<file path="src/rtl/rf_write_arbiter_if.sv">
// Purpose : bundles the writeback request bus and register-file write port of rf_write_arbiter.
// Latency : none (signal container only).
// Backpr. : req_ready qualifies each requester's req_valid; master = requesters, slave = arbiter.
//
// Signals:
//   hold          master->slave  stall all acceptance this cycle
//   req_valid     master->slave  per-requester write present
//   req_ready     slave->master  per-requester write accepted this cycle
//   req_sel       master->slave  destination register, requester i at [5i+4:5i]
//   req_dat       master->slave  write data, requester i at [32i+31:32i]
//   WEN/wsel/wdat slave->master  registered register-file write port
//   conflict_cnt  slave->master  saturating count of contended cycles
interface rf_write_arbiter_if #(
    parameter int NREQ = 2
);
    logic                 hold;
    logic [NREQ-1:0]      req_valid;
    logic [NREQ-1:0]      req_ready;
    logic [5*NREQ-1:0]    req_sel;
    logic [32*NREQ-1:0]   req_dat;
    logic                 WEN;
    logic [4:0]           wsel;
    logic [31:0]          wdat;
    logic [15:0]          conflict_cnt;

    modport master (
        output hold,
        output req_valid,
        output req_sel,
        output req_dat,
        input  req_ready,
        input  WEN,
        input  wsel,
        input  wdat,
        input  conflict_cnt
    );

    modport slave (
        input  hold,
        input  req_valid,
        input  req_sel,
        input  req_dat,
        output req_ready,
        output WEN,
        output wsel,
        output wdat,
        output conflict_cnt
    );
endinterface

</file>
<file path="src/rtl/rf_write_arbiter.sv">
// Purpose : round-robin arbiter of NREQ writeback requesters onto the single register-file write port.
// Latency : transfer at rising edge k drives WEN/wsel/wdat during cycle k+1 (one write per cycle).
// Backpr. : req_ready is combinational from req_valid/hold/ptr; losers and all requesters under hold stall.
//
// Ports:
//   clk    system clock, all state on rising edge
//   n_rst  asynchronous active-low reset; clears a pending write immediately
//   bus    rf_write_arbiter_if.slave (request side and registered write port)
//
// Optional feature: define RF_ARB_ZERO_FILTER_EN to accept sel==0 requests immediately
// without arbitration, pointer movement, conflict counting or a register-file write.
module rf_write_arbiter #(
    parameter int NREQ = 2
) (
    input  logic                  clk,
    input  logic                  n_rst,
    rf_write_arbiter_if.slave     bus
);
    localparam int PW = (NREQ > 2) ? 2 : 1;

    // ------------------------------------------------------------------
    // State
    // ------------------------------------------------------------------
    logic [PW-1:0]   r_ptr;
    logic            r_wen;
    logic [4:0]      r_wsel;
    logic [31:0]     r_wdat;
    logic [15:0]     r_conflict_cnt;

    // ------------------------------------------------------------------
    // Combinational arbitration
    // ------------------------------------------------------------------
    logic [NREQ-1:0] w_zero_acc;   // sel==0 requests accepted outside arbitration
    logic [NREQ-1:0] w_cont;       // contenders for the write port
    logic [2:0]      w_ncont;
    logic            w_gnt_vld;
    logic [PW-1:0]   w_gnt;
    logic [NREQ-1:0] w_gnt_oh;
    logic [4:0]      w_gnt_sel;
    logic [31:0]     w_gnt_dat;
    logic [PW-1:0]   w_ptr_nxt;
    logic [NREQ-1:0] w_ready;
    logic            w_active;     // arbitration allowed this cycle

    assign w_active = n_rst && !bus.hold;

`ifdef RF_ARB_ZERO_FILTER_EN
    // Writes to register 0 have no architectural effect, so they are
    // absorbed immediately and never occupy the write port.
    always_comb begin
        w_zero_acc = '0;
        for (int i = 0; i < NREQ; i++) begin
            w_zero_acc[i] = bus.req_valid[i] && (bus.req_sel[5*i +: 5] == 5'd0);
        end
    end
`else
    assign w_zero_acc = '0;
`endif

    assign w_cont = bus.req_valid & ~w_zero_acc;

    always_comb begin
        w_ncont = '0;
        for (int i = 0; i < NREQ; i++) begin
            w_ncont = w_ncont + 3'(w_cont[i]);
        end
    end

    // Scan ptr, ptr+1, ... (mod NREQ) and take the first contender.
    always_comb begin : arb_scan
        logic [PW:0] v_sum;
        logic [PW:0] v_idx;
        w_gnt_vld = 1'b0;
        w_gnt     = '0;
        v_sum     = '0;
        v_idx     = '0;
        for (int k = 0; k < NREQ; k++) begin
            v_sum = {1'b0, r_ptr} + (PW+1)'(k);
            v_idx = (v_sum >= (PW+1)'(NREQ)) ? (v_sum - (PW+1)'(NREQ)) : v_sum;
            if (!w_gnt_vld && w_cont[v_idx[PW-1:0]]) begin
                w_gnt_vld = 1'b1;
                w_gnt     = v_idx[PW-1:0];
            end
        end
    end

    always_comb begin
        w_gnt_oh  = '0;
        w_gnt_sel = '0;
        w_gnt_dat = '0;
        for (int i = 0; i < NREQ; i++) begin
            if (w_gnt == PW'(i)) begin
                w_gnt_oh[i] = w_gnt_vld;
                w_gnt_sel   = bus.req_sel[5*i +: 5];
                w_gnt_dat   = bus.req_dat[32*i +: 32];
            end
        end
    end

    assign w_ptr_nxt = (w_gnt == PW'(NREQ-1)) ? '0 : (w_gnt + PW'(1));

    // hold and reset both block every acceptance, including zero-sel ones.
    assign w_ready       = w_active ? (w_gnt_oh | w_zero_acc) : '0;
    assign bus.req_ready = w_ready;

    // ------------------------------------------------------------------
    // Registered write port, pointer and contention counter
    // ------------------------------------------------------------------
    always_ff @(posedge clk or negedge n_rst) begin
        if (!n_rst) begin
            r_ptr          <= '0;
            r_wen          <= 1'b0;
            r_wsel         <= '0;
            r_wdat         <= '0;
            r_conflict_cnt <= '0;
        end else begin
            r_wen <= w_active && w_gnt_vld;
            if (w_active && w_gnt_vld) begin
                r_wsel <= w_gnt_sel;
                r_wdat <= w_gnt_dat;
                r_ptr  <= w_ptr_nxt;
            end
            if (w_active && (w_ncont >= 3'd2) && (r_conflict_cnt != 16'hFFFF)) begin
                r_conflict_cnt <= r_conflict_cnt + 16'd1;
            end
        end
    end

    assign bus.WEN          = r_wen;
    assign bus.wsel         = r_wsel;
    assign bus.wdat         = r_wdat;
    assign bus.conflict_cnt = r_conflict_cnt;

endmodule

</file>
<file path="src/flat_wrapper.sv">
// flat-port wrapper written by rule: the top's interface ports become plain ports
module rf_write_arbiter_flat 
#(
    parameter int NREQ = 2
)
  (clk, n_rst, bus_hold, bus_req_valid, bus_req_sel, bus_req_dat, bus_req_ready, bus_WEN, bus_wsel, bus_wdat, bus_conflict_cnt);
  rf_write_arbiter_if #(.NREQ(NREQ)) bus_i ();
  input  logic clk;
  input  logic n_rst;
  input wire logic [$bits(bus_i.hold)-1:0] bus_hold;
  input wire logic [$bits(bus_i.req_valid)-1:0] bus_req_valid;
  input wire logic [$bits(bus_i.req_sel)-1:0] bus_req_sel;
  input wire logic [$bits(bus_i.req_dat)-1:0] bus_req_dat;
  output wire logic [$bits(bus_i.req_ready)-1:0] bus_req_ready;
  output wire logic [$bits(bus_i.WEN)-1:0] bus_WEN;
  output wire logic [$bits(bus_i.wsel)-1:0] bus_wsel;
  output wire logic [$bits(bus_i.wdat)-1:0] bus_wdat;
  output wire logic [$bits(bus_i.conflict_cnt)-1:0] bus_conflict_cnt;
  assign bus_i.hold = bus_hold;
  assign bus_i.req_valid = bus_req_valid;
  assign bus_i.req_sel = bus_req_sel;
  assign bus_i.req_dat = bus_req_dat;
  assign bus_req_ready = bus_i.req_ready;
  assign bus_WEN = bus_i.WEN;
  assign bus_wsel = bus_i.wsel;
  assign bus_wdat = bus_i.wdat;
  assign bus_conflict_cnt = bus_i.conflict_cnt;
  rf_write_arbiter #(.NREQ(NREQ)) u_core (.clk(clk), .n_rst(n_rst), .bus(bus_i));
endmodule
</file>
<file path="config.mk">
export PLATFORM = sky130hd
export DESIGN_NAME = rf_write_arbiter_flat
export DESIGN_NICKNAME = d
export VERILOG_FILES = /design/src/rtl/rf_write_arbiter_if.sv /design/src/rtl/rf_write_arbiter.sv /design/src/flat_wrapper.sv
export SDC_FILE = /design/constraint.sdc
export NUM_CORES = 1
export LEC_CHECK = 0
export BUFFER_PORTS_ARGS = -buffer_cell sky130_fd_sc_hd__buf_2
export CORE_MARGIN = 1.5
export CORE_UTILIZATION = 49
export CTS_CLUSTER_SIZE = 24
export DETAILED_ROUTE_END_ITERATION = 16
export GPL_TIMING_DRIVEN = 0
export PLACE_DENSITY = 0.86
export SLEW_MARGIN = 5
export SYNTH_ARGS = -nofsm -noshare
export SYNTH_HDL_FRONTEND = slang
export SYNTH_SLANG_ARGS = --single-unit
</file>
<file path="constraint.sdc">
create_clock -name clk -period 2.77 [get_ports clk]
set_clock_uncertainty 0.15 [all_clocks]
set_input_delay 0.277 -clock clk [delete_from_list [all_inputs] [get_ports clk]]
set_output_delay 0.277 -clock clk [all_outputs]
set_load 0.02 [all_outputs]
</file>
==> out/metrics.yaml <==
grt:
  grt_pass1_wl_um: 10520
  antenna_found_initial: 0
  grt_pass1_vias: 2289
  grt_max_degree: 56
  grt_usage: 0.2218
  overflow: 0
clocking:
  path_clk_slew_ps: 100
  cts-root-buf: "clkbuf_8"
  clock_sinks: 55
  tritoncts: "done"
  clk_latency_ps: 300
  clock_path_buffers: 2
  htree_levels: 2
  cts_buffers: 5
detailed_routing:
  top_layer_used: "met4"
  drtPass1Iterations: 4
  ant_nets: 0
  wl_per_cell_um: 14.01
  wl_met2_um: 3128
  vias: 2352
  finalWirelength_um: 6332
  post-route-drc-count: 0
  wl_met3_um: 488
  wl_met1_um: 2672
  dr.first_iter.drc_count: 85
  vias_per_cell: 5.204
floorplan:
  start_util: 0.5102
  ios: 135
  die_h_um: 76.16
  num_rows: 26
  core_mm2: 0.005140
  die_x_um: 76.16
  dieArea_mm2: 0.005800
pwr:
  p_switching_mw: 0.7225
  powerDensity_mw_per_mm2: 593.3
  clockPowerShare: 0.207
  leakagePower_nw: 1.867
  vdd_drop_max_mv: 0.4009
  p_seq_frac: 0.490
  pwr-share-comb: 0.303
  p_total_mw: 2.080
  p_sw_frac: 0.3473
  p_int_mw: 1.358
yosys:
  synth_cell_types: 39
  postSynthAreaPerCell_um2: 11.02
  syn-num-nets: 318
  ys_ff_latch: 55
  ys.flop_type: "dfrtp_1"
  ys_seq_area_frac: 0.5248
  synthArstFlopShare: 1.000
  synthesis.area_mm2: 0.002623
  synth_edf_count: 0
  syn_inst: 238
  yosysWarnings: 0
place:
  io_buffers: 134
  place_hpwl_um: 4530
  place_area_mm2: 0.003381
  routabilityCongestion: 0.7534
  dp.cells: 442
timing:
  relSlewSlack: 0.6409
  setup_viol: 0
  drv_slew: 0
  hold_viol: 0
  worstMarginPinSlew_ps: 538.7
  min_period_ps: 2461
  fin_setup_tns_ps: 0
  finalCritPeriodShare: 0.8886
  rsz0062_at_grt: "false"
  clock.fmax_ghz: 0.4063
setup_path:
  cp_data_arrival_time_ps: 2030
  cp_max_fo: 10
  startpoint_type: "primary input"
  r2r_start: "u_core.bus.conflict_cnt[0]"
  critPathLaunch: "n_rst"
  cp.required_ps: 2340
  critPathCaptureType: "primary output"
  critical_path_class: "in2out"
layout:
  multi_input_area_mm2: 0.001184
  layout-drive-gt1-share: 0.4215
  antenna_cells: 0
  area_growth_pct: 33.68
  nets: 461
  fill_cells: 409
  fin_area_mm2: 0.003506
  regArea_mm2: 0.001376
  fin_cells: 452
run_status:
  outcome: "finished, final reports clean"
worst_hold_path:
  hold_path_class: "in2reg"
  holdCritStartpoint: "bus_req_dat[25]"
flow_run:
  maxCapViolCount: 0
state kept, by name, indices dropped and copies added, names as in the netlist:
name and cells:
u_core.r_ptr 1, u_core.bus.conflict_cnt 16, u_core.bus.wdat 32, u_core.bus.wsel 5, u_core.bus.WEN 1
power groups by stage:
| stage | Combinational, mW | Clock (mW) | Sequential, mW |
|---|---|---|---|
| 2_1_floorplan | 0.222 | 0 | 1.19 |
| 5_1_grt | 0.682 | 0.482 | 1.04 |
| 4_1_cts | 0.635 | 0.439 | 1.02 |
| 3_5_place_dp | 0.627 | 0 | 1.04 |
| 6_report | 0.630 | 0.430 | 1.02 |
| 3_3_place_gp | 0.614 | 0 | 1.03 |
cells in the mapped netlist (3+ instances only):
| cell type | count | area share |
|---|---|---|
| buf_2 | 5 | 0.0095 |
| dfrtp_1 | 55 | 0.52 |
| a21oi_1 | 39 | 0.074 |
| nor2_1 | 41 | 0.059 |
| clkbuf_1 | 5 | 0.0072 |
| xnor2_1 | 3 | 0.010 |
| nand4_1 | 3 | 0.0072 |
| mux2i_1 | 37 | 0.14 |
| nand2_1 | 4 | 0.0057 |
| xor2_1 | 8 | 0.027 |
logic make-up after synthesis:
kind of cell	Yosys count	share of synthesized area
adder cells (fa/ha/maj)	1	0.004770
buffers and inverters	13	0.02385
flip-flops	55	0.5248
AO/OA/AOI/OAI	46	0.09351
multiplexers	39	0.1512
AND/OR/NAND/NOR	73	0.1651
XOR/XNOR	11	0.03674
per-layer routing:
metal,global-route usage,up-vias
li1,-,1125
met1,0.2819,1113
met2,0.3856,107
met3,0.05988,7
met4,0.03889,0
met5,0,-
layout make-up:
| type | instances | share of cell area |
|---|---|---|
| sequential | 55 | 0.3926 |
| multi-input combinational | 170 | 0.3376 |
| timing repair buffer | 136 | 0.2027 |
| tap | 70 | 0.02498 |
| clock buffer | 6 | 0.02070 |
| buffer | 12 | 0.01677 |
| clock inverter | 2 | 0.003569 |
| inverter | 1 | 0.001071 |
timing repair:
action / in CTS / in global routing
gates resized for setup: 1 / 0
setup buffers: 0 / 0
endpoints found under the hold margin: 55 / 0
hold buffers: 2 / 0
setup endpoints to repair: 1 / 0
worst max-delay path: stages:
cell and delay [ps]:
dlygate4sd3_1 520, buf_4 150, nor3b_2 320, clkbuf_1 410, and2_1 190, buf_2 160
metrics by stage:
step | hold slack [ps] | setup slack [ps] | utilization
after floorplan | -168.6 | 788.1 | -
final | 112.0 | 308.5 | 0.6821
after detailed placement | 344.6 | -185.2 | 0.6577
after global routing | 122.3 | 195.5 | 0.6821
after global placement | 327.5 | -157.9 | 0.6577
after CTS | 112.8 | 297.6 | 0.6821
final timing paths:
path | end | slack (ps) | cells past startpoint
min | u_core.bus.wdat[25] | 110 | 3
min reg2reg | u_core.bus.conflict_cnt[8] | 350 | 1
max reg2reg | u_core.bus.conflict_cnt[1] | 740 | 5
max | bus_req_ready[0] | 310 | 6
min in group asynchronous | u_core.bus.conflict_cnt[11] | 380 | 3
max in group asynchronous | u_core.bus.wdat[8] | 1860 | 3
cell usage in the layout, fill, tap and decap left out, drive strengths merged:
master       count
a41oi            2
or4              1
xor2             8
a21oi           39
nor4b            1
ha               1
o21a             1
buf            142
xnor2            3
nand4            5
nor3             3
nor2            42
clkinvlp         1
nand4b           1
clkinv           1
nand3            4
o211ai           1
dfrtp           55
a31oi            2
and2             1
nor4             4
and3             1
o21ai            1
nor3b            2
nor2b            2
clkbuf          11
or3              1
nand2            4
mux2i           37
inv              1
and4             1
dlygate4sd3      1
mux2             2
(Power assumes the default switching activity.)
